**src/rtl/mem_arb_2to1_pkg.sv**
```systemverilog
// Shared constants and types for the two-requester data-memory arbiter.
package mem_arb_2to1_pkg;

  localparam int unsigned AddrW = 30;
  localparam int unsigned DataW = 32;
  localparam int unsigned MaskW = 4;

  typedef logic arb_id_t;

  localparam arb_id_t ARB_ID_M0 = 1'b0;
  localparam arb_id_t ARB_ID_M1 = 1'b1;

  typedef struct packed {
    logic    v;
    arb_id_t id;
  } rsp_ent_t;

endpackage

```
**src/rtl/mem_arb_2to1_if.sv**
```systemverilog
// Requester-side bus: request handshake plus the returning read-data channel.
interface mem_arb_2to1_if;
  import mem_arb_2to1_pkg::*;

  logic             valid;
  logic             ready;
  logic [AddrW-1:0] addr;
  logic [DataW-1:0] wdata;
  logic             we;
  logic [MaskW-1:0] mask;
  logic             lock;
  logic             rvalid;
  logic [DataW-1:0] rdata;

  modport master (
    output valid, addr, wdata, we, mask, lock,
    input  ready, rvalid, rdata
  );

  modport slave (
    input  valid, addr, wdata, we, mask, lock,
    output ready, rvalid, rdata
  );

endinterface

```
**src/rtl/mem_arb_2to1_rsp_pipe.sv**
```systemverilog
// Fixed-depth shift register tracking which port owns each in-flight read.
module mem_arb_2to1_rsp_pipe
  import mem_arb_2to1_pkg::*;
#(
  parameter int unsigned Depth = 1
) (
  input  logic     clk_i,
  input  logic     rst_i,
  input  rsp_ent_t push_i,
  output rsp_ent_t tail_o
);

  rsp_ent_t [Depth-1:0] pipe_q, pipe_d;

  always_comb begin
    pipe_d    = pipe_q;
    pipe_d[0] = push_i;
    for (int unsigned i = 1; i < Depth; i++) begin
      pipe_d[i] = pipe_q[i-1];
    end
  end

  always_ff @(posedge clk_i) begin
    if (rst_i) begin
      pipe_q <= '0;
    end else begin
      pipe_q <= pipe_d;
    end
  end

  assign tail_o = pipe_q[Depth-1];

endmodule

```
**src/rtl/mem_arb_2to1.sv**
```systemverilog
// Two-port round-robin arbiter in front of a single-port fixed-latency memory,
// with bounded burst locking and per-port read response routing.
module mem_arb_2to1
  import mem_arb_2to1_pkg::*;
#(
  parameter int unsigned RD_LAT   = 1,
  parameter int unsigned LOCK_MAX = 16
) (
  input  logic             clk,
  input  logic             rst,
  mem_arb_2to1_if.slave    m0,
  mem_arb_2to1_if.slave    m1,
  output logic             o_mem_valid,
  output logic [AddrW-1:0] o_mem_addr,
  output logic [DataW-1:0] o_mem_data,
  output logic             o_mem_we,
  output logic [MaskW-1:0] o_mem_mask,
  input  logic [DataW-1:0] i_mem_data
);

  localparam int unsigned     CntW     = $clog2(LOCK_MAX + 1);
  localparam logic [CntW-1:0] LockMaxC = CntW'(LOCK_MAX);

  arb_id_t         rr_q, rr_d;
  logic            lock_q, lock_d;
  arb_id_t         owner_q, owner_d;
  logic [CntW-1:0] cnt_q, cnt_d, cnt_inc;

  logic [1:0]       req;
  logic             gnt_vld;
  arb_id_t          gnt_id;
  logic [AddrW-1:0] g_addr;
  logic [DataW-1:0] g_wdata;
  logic             g_we;
  logic [MaskW-1:0] g_mask;
  logic             g_lock;

  rsp_ent_t rsp_push, rsp_tail;

  assign req = {m1.valid, m0.valid};

  // While locked the non-owner is starved even if the owner has nothing to send.
  always_comb begin
    gnt_vld = 1'b0;
    gnt_id  = ARB_ID_M0;
    if (!rst) begin
      if (lock_q) begin
        gnt_vld = req[owner_q];
        gnt_id  = owner_q;
      end else if (req[0] && req[1]) begin
        gnt_vld = 1'b1;
        gnt_id  = rr_q;
      end else if (req[0]) begin
        gnt_vld = 1'b1;
        gnt_id  = ARB_ID_M0;
      end else if (req[1]) begin
        gnt_vld = 1'b1;
        gnt_id  = ARB_ID_M1;
      end
    end
  end

  always_comb begin
    g_addr  = m0.addr;
    g_wdata = m0.wdata;
    g_we    = m0.we;
    g_mask  = m0.mask;
    g_lock  = m0.lock;
    if (gnt_id == ARB_ID_M1) begin
      g_addr  = m1.addr;
      g_wdata = m1.wdata;
      g_we    = m1.we;
      g_mask  = m1.mask;
      g_lock  = m1.lock;
    end
  end

  assign m0.ready    = gnt_vld & (gnt_id == ARB_ID_M0);
  assign m1.ready    = gnt_vld & (gnt_id == ARB_ID_M1);
  assign o_mem_valid = gnt_vld;
  assign o_mem_addr  = gnt_vld ? g_addr  : '0;
  assign o_mem_data  = gnt_vld ? g_wdata : '0;
  assign o_mem_we    = gnt_vld & g_we;
  assign o_mem_mask  = gnt_vld ? g_mask  : '0;

  // The acquiring beat counts as the first locked beat; reaching LOCK_MAX forces release.
  always_comb begin
    rr_d    = rr_q;
    lock_d  = lock_q;
    owner_d = owner_q;
    cnt_d   = cnt_q;
    cnt_inc = lock_q ? cnt_q + CntW'(1) : CntW'(1);
    if (gnt_vld) begin
      if (g_lock && (cnt_inc < LockMaxC)) begin
        lock_d  = 1'b1;
        owner_d = gnt_id;
        cnt_d   = cnt_inc;
      end else begin
        lock_d = 1'b0;
        cnt_d  = '0;
        rr_d   = ~gnt_id;
      end
    end
  end

  always_ff @(posedge clk) begin
    if (rst) begin
      rr_q    <= ARB_ID_M0;
      lock_q  <= 1'b0;
      owner_q <= ARB_ID_M0;
      cnt_q   <= '0;
    end else begin
      rr_q    <= rr_d;
      lock_q  <= lock_d;
      owner_q <= owner_d;
      cnt_q   <= cnt_d;
    end
  end

  assign rsp_push.v  = gnt_vld & ~g_we;
  assign rsp_push.id = gnt_id;

  mem_arb_2to1_rsp_pipe #(
    .Depth (RD_LAT)
  ) u_rsp_pipe (
    .clk_i  (clk),
    .rst_i  (rst),
    .push_i (rsp_push),
    .tail_o (rsp_tail)
  );

  assign m0.rvalid = ~rst & rsp_tail.v & (rsp_tail.id == ARB_ID_M0);
  assign m1.rvalid = ~rst & rsp_tail.v & (rsp_tail.id == ARB_ID_M1);
  assign m0.rdata  = m0.rvalid ? i_mem_data : '0;
  assign m1.rdata  = m1.rvalid ? i_mem_data : '0;

endmodule

```
**src/flat_wrapper.sv**
```systemverilog
// flat-port wrapper written by rule: the top's interface ports become plain ports
module mem_arb_2to1_flat import mem_arb_2to1_pkg::*;
#(
  parameter int unsigned RD_LAT   = 1,
  parameter int unsigned LOCK_MAX = 16
)
  (clk, rst, o_mem_valid, o_mem_addr, o_mem_data, o_mem_we, o_mem_mask, i_mem_data, m0_valid, m0_addr, m0_wdata, m0_we, m0_mask, m0_lock, m0_ready, m0_rvalid, m0_rdata, m1_valid, m1_addr, m1_wdata, m1_we, m1_mask, m1_lock, m1_ready, m1_rvalid, m1_rdata);
  mem_arb_2to1_if m0_i ();
  mem_arb_2to1_if m1_i ();
  input  logic clk;
  input  logic rst;
  output logic o_mem_valid;
  output logic [AddrW-1:0] o_mem_addr;
  output logic [DataW-1:0] o_mem_data;
  output logic o_mem_we;
  output logic [MaskW-1:0] o_mem_mask;
  input  logic [DataW-1:0] i_mem_data;
  input wire logic [$bits(m0_i.valid)-1:0] m0_valid;
  input wire logic [$bits(m0_i.addr)-1:0] m0_addr;
  input wire logic [$bits(m0_i.wdata)-1:0] m0_wdata;
  input wire logic [$bits(m0_i.we)-1:0] m0_we;
  input wire logic [$bits(m0_i.mask)-1:0] m0_mask;
  input wire logic [$bits(m0_i.lock)-1:0] m0_lock;
  output wire logic [$bits(m0_i.ready)-1:0] m0_ready;
  output wire logic [$bits(m0_i.rvalid)-1:0] m0_rvalid;
  output wire logic [$bits(m0_i.rdata)-1:0] m0_rdata;
  input wire logic [$bits(m1_i.valid)-1:0] m1_valid;
  input wire logic [$bits(m1_i.addr)-1:0] m1_addr;
  input wire logic [$bits(m1_i.wdata)-1:0] m1_wdata;
  input wire logic [$bits(m1_i.we)-1:0] m1_we;
  input wire logic [$bits(m1_i.mask)-1:0] m1_mask;
  input wire logic [$bits(m1_i.lock)-1:0] m1_lock;
  output wire logic [$bits(m1_i.ready)-1:0] m1_ready;
  output wire logic [$bits(m1_i.rvalid)-1:0] m1_rvalid;
  output wire logic [$bits(m1_i.rdata)-1:0] m1_rdata;
  assign m0_i.valid = m0_valid;
  assign m0_i.addr = m0_addr;
  assign m0_i.wdata = m0_wdata;
  assign m0_i.we = m0_we;
  assign m0_i.mask = m0_mask;
  assign m0_i.lock = m0_lock;
  assign m0_ready = m0_i.ready;
  assign m0_rvalid = m0_i.rvalid;
  assign m0_rdata = m0_i.rdata;
  assign m1_i.valid = m1_valid;
  assign m1_i.addr = m1_addr;
  assign m1_i.wdata = m1_wdata;
  assign m1_i.we = m1_we;
  assign m1_i.mask = m1_mask;
  assign m1_i.lock = m1_lock;
  assign m1_ready = m1_i.ready;
  assign m1_rvalid = m1_i.rvalid;
  assign m1_rdata = m1_i.rdata;
  mem_arb_2to1 #(.RD_LAT(RD_LAT), .LOCK_MAX(LOCK_MAX)) u_core (.clk(clk), .rst(rst), .m0(m0_i), .m1(m1_i), .o_mem_valid(o_mem_valid), .o_mem_addr(o_mem_addr), .o_mem_data(o_mem_data), .o_mem_we(o_mem_we), .o_mem_mask(o_mem_mask), .i_mem_data(i_mem_data));
endmodule
```
**config.mk**
```make
export PLATFORM = sky130hd
export DESIGN_NAME = mem_arb_2to1_flat
export DESIGN_NICKNAME = d
export VERILOG_FILES = /design/src/rtl/mem_arb_2to1_pkg.sv /design/src/rtl/mem_arb_2to1_if.sv /design/src/rtl/mem_arb_2to1_rsp_pipe.sv /design/src/rtl/mem_arb_2to1.sv /design/src/flat_wrapper.sv
export SDC_FILE = /design/constraint.sdc
export NUM_CORES = 1
export LEC_CHECK = 0
export ABC_CLOCK_PERIOD_IN_PS = 2300
export CORE_AREA = 2 2 120 122
export CTS_BUF_LIST = sky130_fd_sc_hd__clkbuf_8
export DETAILED_ROUTE_END_ITERATION = 10
export DIE_AREA = 0 0 122 124
export HOLD_SLACK_MARGIN = 0.05
export MAX_ROUTING_LAYER = met4
export PLACE_DENSITY_LB_ADDON = 0.1
export SLEW_MARGIN = 10
export SYNTH_ARGS = -nofsm -noshare
export SYNTH_HDL_FRONTEND = slang
export SYNTH_SLANG_ARGS = --single-unit
```
**constraint.sdc**
```tcl
create_clock -name clk -period 2.3 [get_ports clk]
set_input_delay 0.23 -clock clk [delete_from_list [all_inputs] [get_ports clk]]
set_output_delay 0.23 -clock clk [all_outputs]
set_load 0.03 [all_outputs]
```
; ---- Yosys cells after proc, flatten, opt, wreduce, memory -nomap -nowiden
; Cells that the tools add are included.
[word_totals]
ff_bits = 10
input_bits = 172
output_inout_bits = 136
elab_cells = 49
[op_classes]
addsub = 1
n_lt_le_gt_ge = 2
n_mux = 24
bitwise = 12
n_reduce_logical = 4
[op_table]
columns = op, n
row1 = 32-bit two-way mux, 4
row2 = 30-bit two-way mux, 2
row3 = 1-bit two-way mux, 14
row4 = 5-bit two-way mux, 2
row5 = 4-bit two-way mux, 2
row6 = 1-bit AND, 7
row7 = "5-bit by 1-bit adder with 5-bit output, second input constant", 1
row8 = "5-bit less-than comparator, second input constant", 1
row9 = 1-bit NOT, 5
row10 = 2-bit AND reduction, 2
row11 = 1-bit logical AND, 2
row12 = "1-bit by 2-bit less-than comparator with 1-bit output, second input constant", 1

; ---- Longest topological paths before layout
; Gate-level depths: netlist of run 1.
[logic_depth]
depth_word = 9
mapped_depth = 7
ltp_nobuf = 6

; ---- By module
; From an unflattened synthesis of run 1, not the netlist that was laid out.
[unflattened]
hier_cells = 220
hier_area_um2 = 1736.7
[modules_own_cells]
columns = module, n_inst, cells_each, area_each_um2
row1 = mem_arb_2to1, 1, 216, 1684.1
row2 = mem_arb_2to1_rsp_pipe, 1, 4, 52.6

; ---- Least setup slack after synthesis of run 1
; No wires, ideal clock.
[synth_path]
path_kind = flip-flop to output port
start = register u_core.lock_q
end = output o_mem_we
t_arrival_ns = 1.664
required_ns = 2.070
path_slack_ns = 0.406
stages_incl_launch_ff = 7
n_path_buf = 1
path_cell_list = dfxtp_1 buf_4 nor2b_2 nand2_1 a21oi_1 mux2i_1 nor3_1
[synth_between]
elab_chain_len = 4
elab_cells_between_ends = 6
classes_between = 5 x mux / 1 x bitwise
[synth_lines]
columns = element, line_no
row1 = start: declaration, mem_arb_2to1.sv:25  ; logic lock_q, lock_d;
row2 = start signal: assignment, mem_arb_2to1.sv:114  ; lock_q <= lock_d;
row3 = 1-bit two-way mux, mem_arb_2to1.sv:47  ; if (lock_q) begin
row4 = 1-bit two-way mux, mem_arb_2to1.sv:46  ; if (!rst) begin
row5 = 1-bit two-way mux, mem_arb_2to1.sv:69  ; if (gnt_id == ARB_ID_M1) begin
row6 = 1-bit AND *, mem_arb_2to1.sv:83  ; assign o_mem_we = gnt_vld & g_we;
row7 = end: declaration, flat_wrapper.sv:15  ; output logic o_mem_we;
; Mark *: on every way between the ends. The rest lies on a longest branch, timed or not.

; ---- Worst setup path after layout of run 1
[layout_path]
start = input m0_valid
end = output o_mem_data[9]
[layout_between]
elab_chain_len = 6
elab_cells_between_ends = 13
classes_between = 12 x mux / 1 x reduce/logical
[layout_lines]
columns = element, line_no
row1 = start: declaration, flat_wrapper.sv:18  ; input wire logic [$bits(m0_i.valid)-1:0] m0_valid;
row2 = 1-bit two-way mux or 1-bit logical AND (tied branches), "mem_arb_2to1.sv:53, mem_arb_2to1.sv:50"
row3 = 1-bit two-way mux, mem_arb_2to1.sv:50  ; end else if (req[0] && req[1]) begin
row4 = 1-bit two-way mux, mem_arb_2to1.sv:47
row5 = 1-bit two-way mux, mem_arb_2to1.sv:46
row6 = 32-bit two-way mux, mem_arb_2to1.sv:69
row7 = 32-bit two-way mux *, mem_arb_2to1.sv:82  ; assign o_mem_data = gnt_vld ? g_wdata : '0;
row8 = end: declaration, flat_wrapper.sv:14  ; output logic [DataW-1:0] o_mem_data;
; Mark *: on every way between the ends. The rest lies on a longest branch, timed or not. The select of a mux whose other input is x is not followed.

==> results of run 1 <==
-- logic make-up after synthesis --
logic type / Yosys count / share of synthesized area (%)
muxes: 3 / 1.81
buffers and inverters: 26 / 6.77
AOI/OAI and AO/OA: 84 / 43.5
adders and majority gates: 1 / 0.752
DFF: 10 / 12.0
and+or+nand+nor: 97 / 35.1
-- layout make-up --
cell class              count  share of cell area, %
inverters                   3                  0.231
well taps                 180                   4.63
repair buffers            314                   61.7
clock buffers               4                   1.13
flip-flops and latches     10                   4.11
multi-input cells         185                   28.2
-- final timing paths --
kind	end	slack, ns	cells after the start
hold reg to reg	u_core.cnt_q[4]	0.51	1
setup / recovery	o_mem_data[9]	0.13	7
setup reg to reg	u_core.owner_q	0.62	5
hold / removal	u_core.cnt_q[4]	0.51	1
-- power groups by stage --
stage,logic [uW],clock network [uW],registers [uW]
floorplan,441,0,193
global placement,1020,0,200
detailed placement,1020,0,200
CTS,1020,222,197
global route,1060,236,198
finish,1010,217,197
-- registers in the layout, summed over array words and instances (netlist names) --
name / flops
u_core.owner_q: 1
u_core.rr_q: 1
u_core.u_rsp_pipe.tail_o: 2
u_core.lock_q: 1
u_core.cnt_q: 5
-- worst max-delay path, stage by stage --
cell	delay, ns
clkdlybuf4s50_1	0.48
nand2b_1	0.18
nand2_1	0.12
a21oi_4	0.18
buf_12	0.28
a22o_1	0.28
buf_12	0.14
-- cells in the final DEF (no fill, tap or decap), types with 3 or more instances in the layout --
| master | Yosys | final |
|---|---|---|
| buf_4 | 2 | 125 |
| mux2i_1 | 3 | 3 |
| and2_1 | 65 | 65 |
| nand3_1 | 4 | 4 |
| nor2_1 | 4 | 4 |
| a21oi_1 | 4 | 3 |
| inv_1 | 3 | 3 |
| nand2b_1 | 3 | 3 |
| nand2_1 | 8 | 8 |
| clkbuf_8 | 0 | 4 |
| dfxtp_1 | 10 | 10 |
| buf_12 | 0 | 17 |
| clkdlybuf4s50_1 | 0 | 172 |
| a22o_1 | 66 | 66 |
| a31oi_1 | 3 | 3 |
-- per-layer routing --
layer	vias to the layer above	global-route usage [%]
li1	1420	-
met1	1279	13.5
met2	192	27.5
met3	2	3.30
met4	0	0.862
met5	-	-
-- per-stage QoR --
step / power [uW] / hold slack [ns] / util (%) / instance area (um2) / cells
2_1_floorplan: 634 / 0.470 / - / 1660 / 221
3_3_place_gp: 1220 / 0.504 / 35.1 / 4810 / 692
3_5_place_dp: 1220 / 0.501 / 35.1 / 4810 / 692
4_1_cts: 1440 / 0.512 / 35.5 / 4870 / 696
5_1_grt: 1500 / 0.532 / 35.5 / 4870 / 696
6_report: 1420 / 0.512 / 35.5 / 4870 / 696
==> results.md, run 1 <==
| Quantity | This run |
| --- | --- |
| Internal Power | 873 uW |
| Hold Fails Final Rpt | 0 |
| Count of antenna diodes in the layout | 0 |
| Final setup fails | 0 |
| Final total negative setup slack | 0 ns |
| Max-cap violations | 0 |
| Footprint of the multi-input gates | 1370 um2 |
| Synthesized Nets | 394 |
| Number of global-route vias before repair | 2,732 |
| Number of warnings issued by yosys | 0 |
| Met2 Wirelength | 6560 um |
| Grt ovf | 0 |
| Die Span X | 122 um |
| Critical path startpoint category | input pin |
| Fraction of layout cells with a size suffix above 1 | 29.8% |
| Max VDD drop | 0.171 mV |
| Count of mapped cells out of synthesis | 221 |
| Bufs on Longest Clock Path | 2 |
| Critical path capture point type | output port |
| Number of antenna violations at the first check in global routing | 0 |
| Power Density | 293 nW/um2 |
| Actual slew at the worst max-slew pin | 0.568 ns |
| Post-route setup slack | 0.130 ns |
| Most used standard cell by instance count after synthesis | a22o_1 |
| Seq cells post-synth | 10 |
| Number of pins exceeding their max-slew limit in the final report | 0 |
| CTS tree | yes |
| Clock Skew | 0.00648 ns |
| Global-route usage over all layers | 13.5% |
| Number of port buffers | 307 |
| Mean post-synth cell area | 7.52 um2 |
| Clock latency on the worst-skew pair | 0.23 ns |
| Pin count of the biggest net entering global routing | 70 |
| Core region area | 13,700 um2 |
| Placer Congestion | 0.743 |
| Combinational share of power | 70.9% |
| Quantity of gates resized following cts | 0 |
| Top cells by instance count after synthesis | a22o_1 (66), and2_1 (65), clkbuf_1 (15) |
| Post-synth top area cell | a22o_1 |
| Routed WL per cell | 16.7 um |
| Arrival time at the worst endpoint | 1.94 ns |
| Half-perimeter wire length after detailed placement | 9820 um |
| Net switching share of the total power | 38.7% |
| Sequential cell area fraction in the yosys report | 12.0% |
| Post-synthesis cell area | 1660 um2 |
| Cts bufs inserted | 3 |
| First-pass GRT wire length | 15,200 um |
| DIE AREA | 15,100 um2 |
| Overall routed net length | 11,600 um |
| Filler instances | 1,386 |
| Portion of total power attributed to sequential cells | 13.8% |
| Cells taking the most area after synthesis | a22o_1 (35%), and2_1 (24%), dfxtp_1 (12%) |
| Total via count after detailed routing | 2,893 |
| Async S/R FF share, synth | 0% |
| Number of cell rows | 43 |
| Iteration count of the initial detailed-routing pass | 4 |
| Worst-path fanout max | 67 |
| Routed wl met3 | 1170 um |
| Pre-CTS setup slack | 0.172 ns |
| Number of synthesized flops with an enable pin | 0 |
| Height of the die | 124 um |
| Highest Clock Rate | 461 MHz |
| Number of clock sinks | 10 |
| CP Class | in2out |
| Hold-fix buffers at CTS | 0 |
| CTS clock-pin slew for the worst setup and hold paths | 0.05 ns |
| Data required time at the worst endpoint | 2.07 ns |
| Root Buffer | clkbuf_8 |
| Post-detailed-route count of antenna-violating nets | 0 |
| Leakage power summed over all cells | 0.00215 uW |
| Iteration-0 DRC count of the detailed router | 119 |
| Worst min-delay path startpoint | u_core.cnt_q[4] |
| Unique cell type count in the Yosys netlist | 34 |
| Total net switching power | 550 uW |
| Number of remaining DRC errors | 0 |
| Vias per cell | 4.16 |
| I/O Pins | 308 |
| Area of all sequential standard cells | 200 um2 |
| Clock network fraction of design power | 15.2% |
| Unrepaired setup endpoints after global routing | no |
| Final worst path period share | 94.3% |
| Origin of the critical flop-to-flop path | u_core.lock_q |
| Path type of the worst min-delay path | reg2reg |
| Max H-tree Level | 1 |
| Predominant post-synthesis flop cell | dfxtp_1 |
| Effective utilization at floorplan | 12.1% |
| Post-route minimum period | 2.17 ns |
| Share of Yosys cell area claimed by the top area cell type | 34.8% |
| Result of the run | finished clean |
| Area growth from synthesis to layout | 193% |
| Buffers inserted by post-CTS timing repair | 0 |
| Net count reported at finish | 690 |
| Wire length the detailed router placed on met1 | 3870 um |
| Critical Path Start | m0_valid |
| Top layer used by detailed routing | met4 |
| Worst-case headroom to the max-slew limit | 61.8% |
Note: power is estimated with default switching activity, not from simulation.
==> inputs of run 2 (changes only) <==
--- a/config.mk
+++ b/config.mk
@@ -6,10 +6,10 @@
 export NUM_CORES = 1
 export LEC_CHECK = 0
 export ABC_CLOCK_PERIOD_IN_PS = 2300
-export CORE_AREA = 2 2 120 122
+export CORE_AREA = 3 3 118 120
 export CTS_BUF_LIST = sky130_fd_sc_hd__clkbuf_8
 export DETAILED_ROUTE_END_ITERATION = 10
-export DIE_AREA = 0 0 122 124
+export DIE_AREA = 0 0 121 123
 export HOLD_SLACK_MARGIN = 0.05
 export MAX_ROUTING_LAYER = met4
 export PLACE_DENSITY_LB_ADDON = 0.1
==> run 2 against run 1 <==
  * Clock skew fell by 0.00093 ns
  * Global-route usage rose by 0.69 points
  * Critical endpoint is now o_mem_valid
  * Combinational power barely moved
  * Largest power group unchanged
==> results.md, run 2 (synthesis gave the netlist of run 1 again) <==
| Quantity | This run |
| --- | --- |
| Pin count of the biggest net entering global routing | 68 |
| Post-detailed-route count of antenna-violating nets | 0 |
| Worst-case headroom to the max-slew limit | 64.3% |
| Max VDD drop | 0.194 mV |
| Core region area | 13,100 um2 |
| Data required time at the worst endpoint | 2.07 ns |
| Depth of the worst register-to-register path | 5 |
| I/O Pins | 308 |
| Max-cap violations | 0 |
| Iteration-0 DRC count of the detailed router | 67 |
| Pre-CTS setup slack | 0.132 ns |
| Clock latency on the worst-skew pair | 0.23 ns |
| Critical path startpoint category | input pin |
| Clock Skew | 0.00555 ns |
| Net count reported at finish | 692 |
| Vias per cell | 4.23 |
| Max H-tree Level | 1 |
| Global Route met1 Usage | 14.0% |
| Bufs on Longest Clock Path | 2 |
| Placer Congestion | 0.804 |
| Number of remaining DRC errors | 0 |
| Die Span X | 121 um |
| Actual slew at the worst max-slew pin | 0.531 ns |
| Effective utilization at floorplan | 12.7% |
| Buffers inserted by post-CTS timing repair | 0 |
| Most common cell after layout, fill and taps aside | clkdlybuf4s50_1 |
| Number of clock sinks | 10 |
| Filler instances | 1,356 |
| Number of flip-flops in the largest register | 5 |
| Power Density | 295 nW/um2 |
| Origin of the critical flop-to-flop path | u_core.lock_q |
| Area growth from synthesis to layout | 195% |
| Number of stages on the worst hold path | 2 |
| Number of global-route vias before repair | 2,912 |
| Unrepaired setup endpoints after global routing | no |
| Post-route cell area | 4900 um2 |
| Routed WL per cell | 16.3 um |
| M2 GR Usage | 28.2% |
| Total via count after detailed routing | 2,937 |
| Grt ovf | 0 |
| Height of the die | 123 um |
| Endpoint of the most critical register-to-register path | u_core.owner_q |
| Fraction of layout cells with a size suffix above 1 | 30.3% |
| Number of antenna violations at the first check in global routing | 0 |
| Number of port buffers | 307 |
| Leakage power summed over all cells | 0.00217 uW |
| Cell with the largest stage delay on the worst path | clkdlybuf4s50_1 |
| DIE AREA | 14,900 um2 |
| Global-route usage over all layers | 14.2% |
| Endpoint with the worst hold slack | u_core.cnt_q[3] |
| Root Buffer | clkbuf_8 |
| Arrival time at the worst endpoint | 1.89 ns |
| Post-route minimum period | 2.12 ns |
| GR peak layer | met2 |
| First-pass GRT wire length | 16,100 um |
| Result of the run | finished clean |
| Post-route setup slack | 0.176 ns |
| Number of cell rows | 42 |
| Fraction of met3 tracks used by global routing | 4.03% |
| Critical path capture point type | output port |
| Longest individual stage delay on the worst path | 0.69 ns |
| CTS clock-pin slew for the worst setup and hold paths | 0.05 ns |
| Worst min-delay path startpoint | u_core.cnt_q[3] |
| CP Class | in2out |
| Placed cell areas | 4850 um2 |
| Hold Fails Final Rpt | 0 |
| Path type of the worst min-delay path | reg2reg |
| Overall routed net length | 11,300 um |
| Final setup fails | 0 |
| Number of pins exceeding their max-slew limit in the final report | 0 |
| Highest Clock Rate | 471 MHz |
| Cell-by-cell listing of the critical path | clkdlybuf4s50_1, mux2i_1, o2bb2ai_1, nor2_1, clkdlybuf4s50_1 |
| Register-to-register setup slack | 0.64 ns |
| Register with the most flip-flops | u_core.cnt_q |
| Iteration count of the initial detailed-routing pass | 4 |
| Most Frequent Cell on Critical Path | clkdlybuf4s50_1 |
| Final total negative setup slack | 0 ns |
| Top library cells by usage in the layout, fill and taps aside | clkdlybuf4s50_1 (172), buf_4 (125), a22o_1 (66) |
| Count of antenna diodes in the layout | 0 |
| Final worst path period share | 92.3% |
| Final design utilization | 37.5% |
| Half-perimeter wire length after detailed placement | 9860 um |
| Worst-path fanout max | 5 |
| CTS tree | yes |
| Cts bufs inserted | 3 |
[run 2: routing by layer]
layer	share of wire, %	vias up
li1	-	1419
met1	34	1309
met2	53	201
met3	11	8
met4	1.4	0
met5	0	-
[run 2: worst max-delay path by stage]
stage / start / to / slack [ns]
after floorplan: u_core.lock_q / o_mem_we / 0.41
after global placement: m0_valid / o_mem_data[7] / 0.14
after detailed placement: rst / m1_rdata[12] / 0.13
after CTS: rst / m1_rdata[12] / 0.13
after global routing: m1_valid / o_mem_valid / 0.06
final: m0_valid / o_mem_valid / 0.18
[run 2: report_power, final]
part           switching (uW)  leakage, uW  total, uW  internal, uW
registers                12.8    0.0000819        197           184
logic                     476      0.00206       1030           558
clock network            66.0    0.0000288        216           150
[run 2: final cells by class]
class / instances / area [um2] / area share (%)
clock buffers: 4 / 55.1 / 1.12
inverters: 3 / 11.3 / 0.230
multi-input cells: 185 / 1380 / 28.1
flip-flops and latches: 10 / 200 / 4.08
well taps: 176 / 220 / 4.49
repair buffers: 316 / 3040 / 62.0
[run 2: critical path, delay by kind of cell]
kind / cells / cell delay [ns]
AO/OA/AOI/OAI: 1 / 0.16
multiplexers: 1 / 0.13
AND/OR/NAND/NOR: 1 / 0.14
buffers and inverters: 2 / 1.23
[run 2: repair_timing]
action,CTS,global route
setup endpoints to repair,0,15
hold endpoints to repair,0,0
hold buffers,0,0
gates resized for setup,0,1
[run 2: per-stage QoR]
step	power [uW]	hold WS [ns]	instances
after floorplan	634	0.470	221
after global placement	1240	0.493	690
after detailed placement	1240	0.505	690
after CTS	1470	0.515	694
after global routing	1520	0.553	694
final	1450	0.509	694
==> inputs of run 3 (changes only) <==
--- a/config.mk
+++ b/config.mk
@@ -6,6 +6,7 @@
 export NUM_CORES = 1
 export LEC_CHECK = 0
 export ABC_CLOCK_PERIOD_IN_PS = 2300
+export CAP_MARGIN = 20
 export CORE_AREA = 3 3 118 120
 export CTS_BUF_LIST = sky130_fd_sc_hd__clkbuf_8
 export DETAILED_ROUTE_END_ITERATION = 10
@@ -16,4 +17,5 @@
 export SLEW_MARGIN = 10
 export SYNTH_ARGS = -nofsm -noshare
 export SYNTH_HDL_FRONTEND = slang
+export SYNTH_HIERARCHICAL = 1
 export SYNTH_SLANG_ARGS = --single-unit
==> run 3 against run 2 <==
  * Combinational power is 7% lower
  * Critical endpoint is now o_mem_addr[18]
  * Critical path depth is 3 higher
  * Synthesized area grew 4.4%
  * Flip-flop and latch count did not move
  * Fmax decreased by 4.0%
  * Setup slack got worse by 0.088 ns
  * Die area unchanged
  * Sequential share of layout area decreased by 0.091 points
  * First-iteration DRC count decreased by 39%
==> results.md, run 3 <==
| Quantity | This run |
| --- | --- |
| Leakage power summed over all cells | 0.00226 uW |
| Number of port buffers | 307 |
| Clock latency on the worst-skew pair | 0.24 ns |
| Data required time at the worst endpoint | 2.07 ns |
| Vias per cell | 4.19 |
| Final design utilization | 38.6% |
| Share of Yosys cell area claimed by the top area cell type | 33.3% |
| Post-route minimum period | 2.21 ns |
| Actual slew at the worst max-slew pin | 0.606 ns |
| First-pass GRT wire length | 16,100 um |
| Number of clock sinks | 10 |
| Net switching share of the total power | 36.9% |
| Number of global-route vias before repair | 2,844 |
| Overall routed net length | 11,600 um |
| Root Buffer | clkbuf_8 |
| Max H-tree Level | 1 |
| Max VDD drop | 0.102 mV |
| Placer Congestion | 0.866 |
| Final setup fails | 0 |
| Cts bufs inserted | 3 |
| Hold-fix buffers at CTS | 0 |
| Total via count after detailed routing | 2,932 |
| Longest individual stage delay on the worst path | 0.52 ns |
| Effective utilization at floorplan | 13.3% |
| Cells taking the most area after synthesis | a22o_1 (33%), and2_1 (23%), dfxtp_1 (12%) |
| Result of the run | finished clean |
| Clock Skew | 0.00229 ns |
| Clock network fraction of design power | 16.8% |
| Final total negative setup slack | 0 ns |
| Path type of the worst min-delay path | reg2reg |
| Pin count of the biggest net entering global routing | 49 |
| Non-filler instance count after layout | 700 |
| Most used standard cell by instance count after synthesis | a22o_1 |
| Critical path startpoint category | input pin |
| Predominant post-synthesis flop cell | dfxtp_1 |
| Hold Fails Final Rpt | 0 |
| Number of flip-flops in the largest register | 5 |
| Half-perimeter wire length after detailed placement | 10,000 um |
| Count of buffer and inverter cells on the critical path | 3 |
| Height of the die | 123 um |
| Async S/R FF share, synth | 0% |
| Seq cells post-synth | 10 |
| Iteration count of the initial detailed-routing pass | 4 |
| Global-route usage over all layers | 14.3% |
| Power Density | 273 nW/um2 |
| Unrepaired setup endpoints after global routing | yes |
| Iteration-0 DRC count of the detailed router | 41 |
| Unique cell type count in the Yosys netlist | 36 |
| Worst-path fanout max | 33 |
| Final Total Pwr | 1380 uW |
| Number of cell rows | 42 |
| Post-synthesis cell area | 1740 um2 |
| Number of pins exceeding their max-slew limit in the final report | 0 |
| Max-cap violations | 0 |
| Cell family with most CP delay | buffers and inverters |
| Highest Clock Rate | 452 MHz |
| Number of warnings issued by yosys | 6 |
| CTS clock-pin slew for the worst setup and hold paths | 0.05 ns |
| Portion of total power attributed to sequential cells | 14.1% |
| Sequential cell area fraction in the yosys report | 11.5% |
| Critical path capture point type | output port |
| Internal Power | 871 uW |
| Post-detailed-route count of antenna-violating nets | 0 |
| Total net switching power | 508 uW |
| DIE AREA | 14,900 um2 |
| Net count reported at finish | 698 |
| Top library cells by usage in the layout, fill and taps aside | clkdlybuf4s50_1 (170), buf_4 (130), and2_1 (65) |
| Mean post-synth cell area | 7.89 um2 |
| Most common cell after layout, fill and taps aside | clkdlybuf4s50_1 |
| Core region area | 13,100 um2 |
| GR peak layer | met2 |
| Top cells by instance count after synthesis | a22o_1 (66), and2_1 (65), clkbuf_1 (12) |
| Count of mapped cells out of synthesis | 220 |
| Fraction of layout cells with a size suffix above 1 | 32.6% |
| Number of remaining DRC errors | 0 |
| CTS tree | yes |
| Number of synthesized flops with an enable pin | 0 |
| Count of antenna diodes in the layout | 0 |
| Routed WL per cell | 16.6 um |
| I/O Pins | 308 |
| Post-synth top area cell | a22o_1 |
| CP Class | in2out |
| Cell with the largest stage delay on the worst path | clkdlybuf4s50_1 |
| Die Span X | 121 um |
| Synthesized Nets | 393 |
| Arrival time at the worst endpoint | 1.98 ns |
| Worst-case headroom to the max-slew limit | 59.5% |
| Bufs on Longest Clock Path | 2 |
| M2 GR Usage | 27.5% |
| Grt ovf | 0 |
| Placed Instances | 695 |
| Register with the most flip-flops | u_core/cnt_q |
| Number of antenna violations at the first check in global routing | 0 |
| Global Route met1 Usage | 14.7% |
| Cell-by-cell listing of the critical path | clkdlybuf4s50_1, nor2b_4, nand2_1, a21oi_4, nor2b_4, buf_12, a22o_1, buf_12 |
| Combinational share of power | 69.1% |
| Area growth from synthesis to layout | 190% |
| Final worst path period share | 96.2% |
| Fraction of met3 tracks used by global routing | 3.43% |
run 3: through the flow:
| step | hold slack, ns | worst slack [ns] | instance area, um2 |
|---|---|---|---|
| after floorplan | 0.302 | 0.401 | 1740 |
| after global placement | 0.494 | 0.0410 | 4950 |
| after detailed placement | 0.509 | 0.0297 | 4950 |
| after CTS | 0.517 | 0.0269 | 5000 |
| after global routing | 0.538 | -0.00568 | 5040 |
| final | 0.517 | 0.0879 | 5040 |
run 3: logic make-up (layout without fill, tap and decap cells):
kind of cell	count (synthesis)	after routing	synth area share (%)
AND/OR/NAND/NOR	101	101	36.3
flip-flops	10	10	11.5
buffers and inverters	24	328	7.78
AO/OA/AOI/OAI	80	80	41.1
multiplexers	4	4	2.59
adder cells (fa/ha/maj)	1	1	0.720
run 3: tightest hold or removal path: stages, from the launching register on:
cell and delay, ns:
dfxtp_1 0.33, nand2_1 0.06, a31oi_1 0.07
run 3: layout make-up:
type,count,area [um2]
sequential,10,201
multi-input combinational,186,1440
inverter,1,3.75
clock buffer,4,55.1
timing repair buffer,323,3120
fill,1380,8040
tap,176,220
run 3: routing by layer:
metal  up-vias  share of wire [%]
met2       180                 52
met3        14                 10
li1       1429                  -
met4         0                1.7
met5         -                  0
met1      1309                 36
run 3: what timing repair did:
action / in CTS / in global routing
gates resized for setup: 0 / 7
buffers inserted: 0 / 1
endpoints found under the setup margin: 0 / 57
run 3: power by group through the flow:
stage                     Clock (uW)  Sequential, uW  Combinational, uW
after floorplan                    0             189                390
after CTS                        237             193                957
after detailed placement           0             196                955
after global routing             243             195               1000
final                            232             194                953
after global placement             0             197                948
run 3: final timing paths:
kind,endpoint,slack [ns],depth (start not counted),startpoint
worst max-delay path,o_mem_addr[18],0.09,8,m1_valid
worst min-delay path,u_core/cnt_q[3],0.52,2,u_core/cnt_q[3]
worst min register to register,u_core/cnt_q[3],0.52,2,u_core/cnt_q[3]
worst max register to register,u_core/cnt_q[3],0.55,7,u_core/lock_q
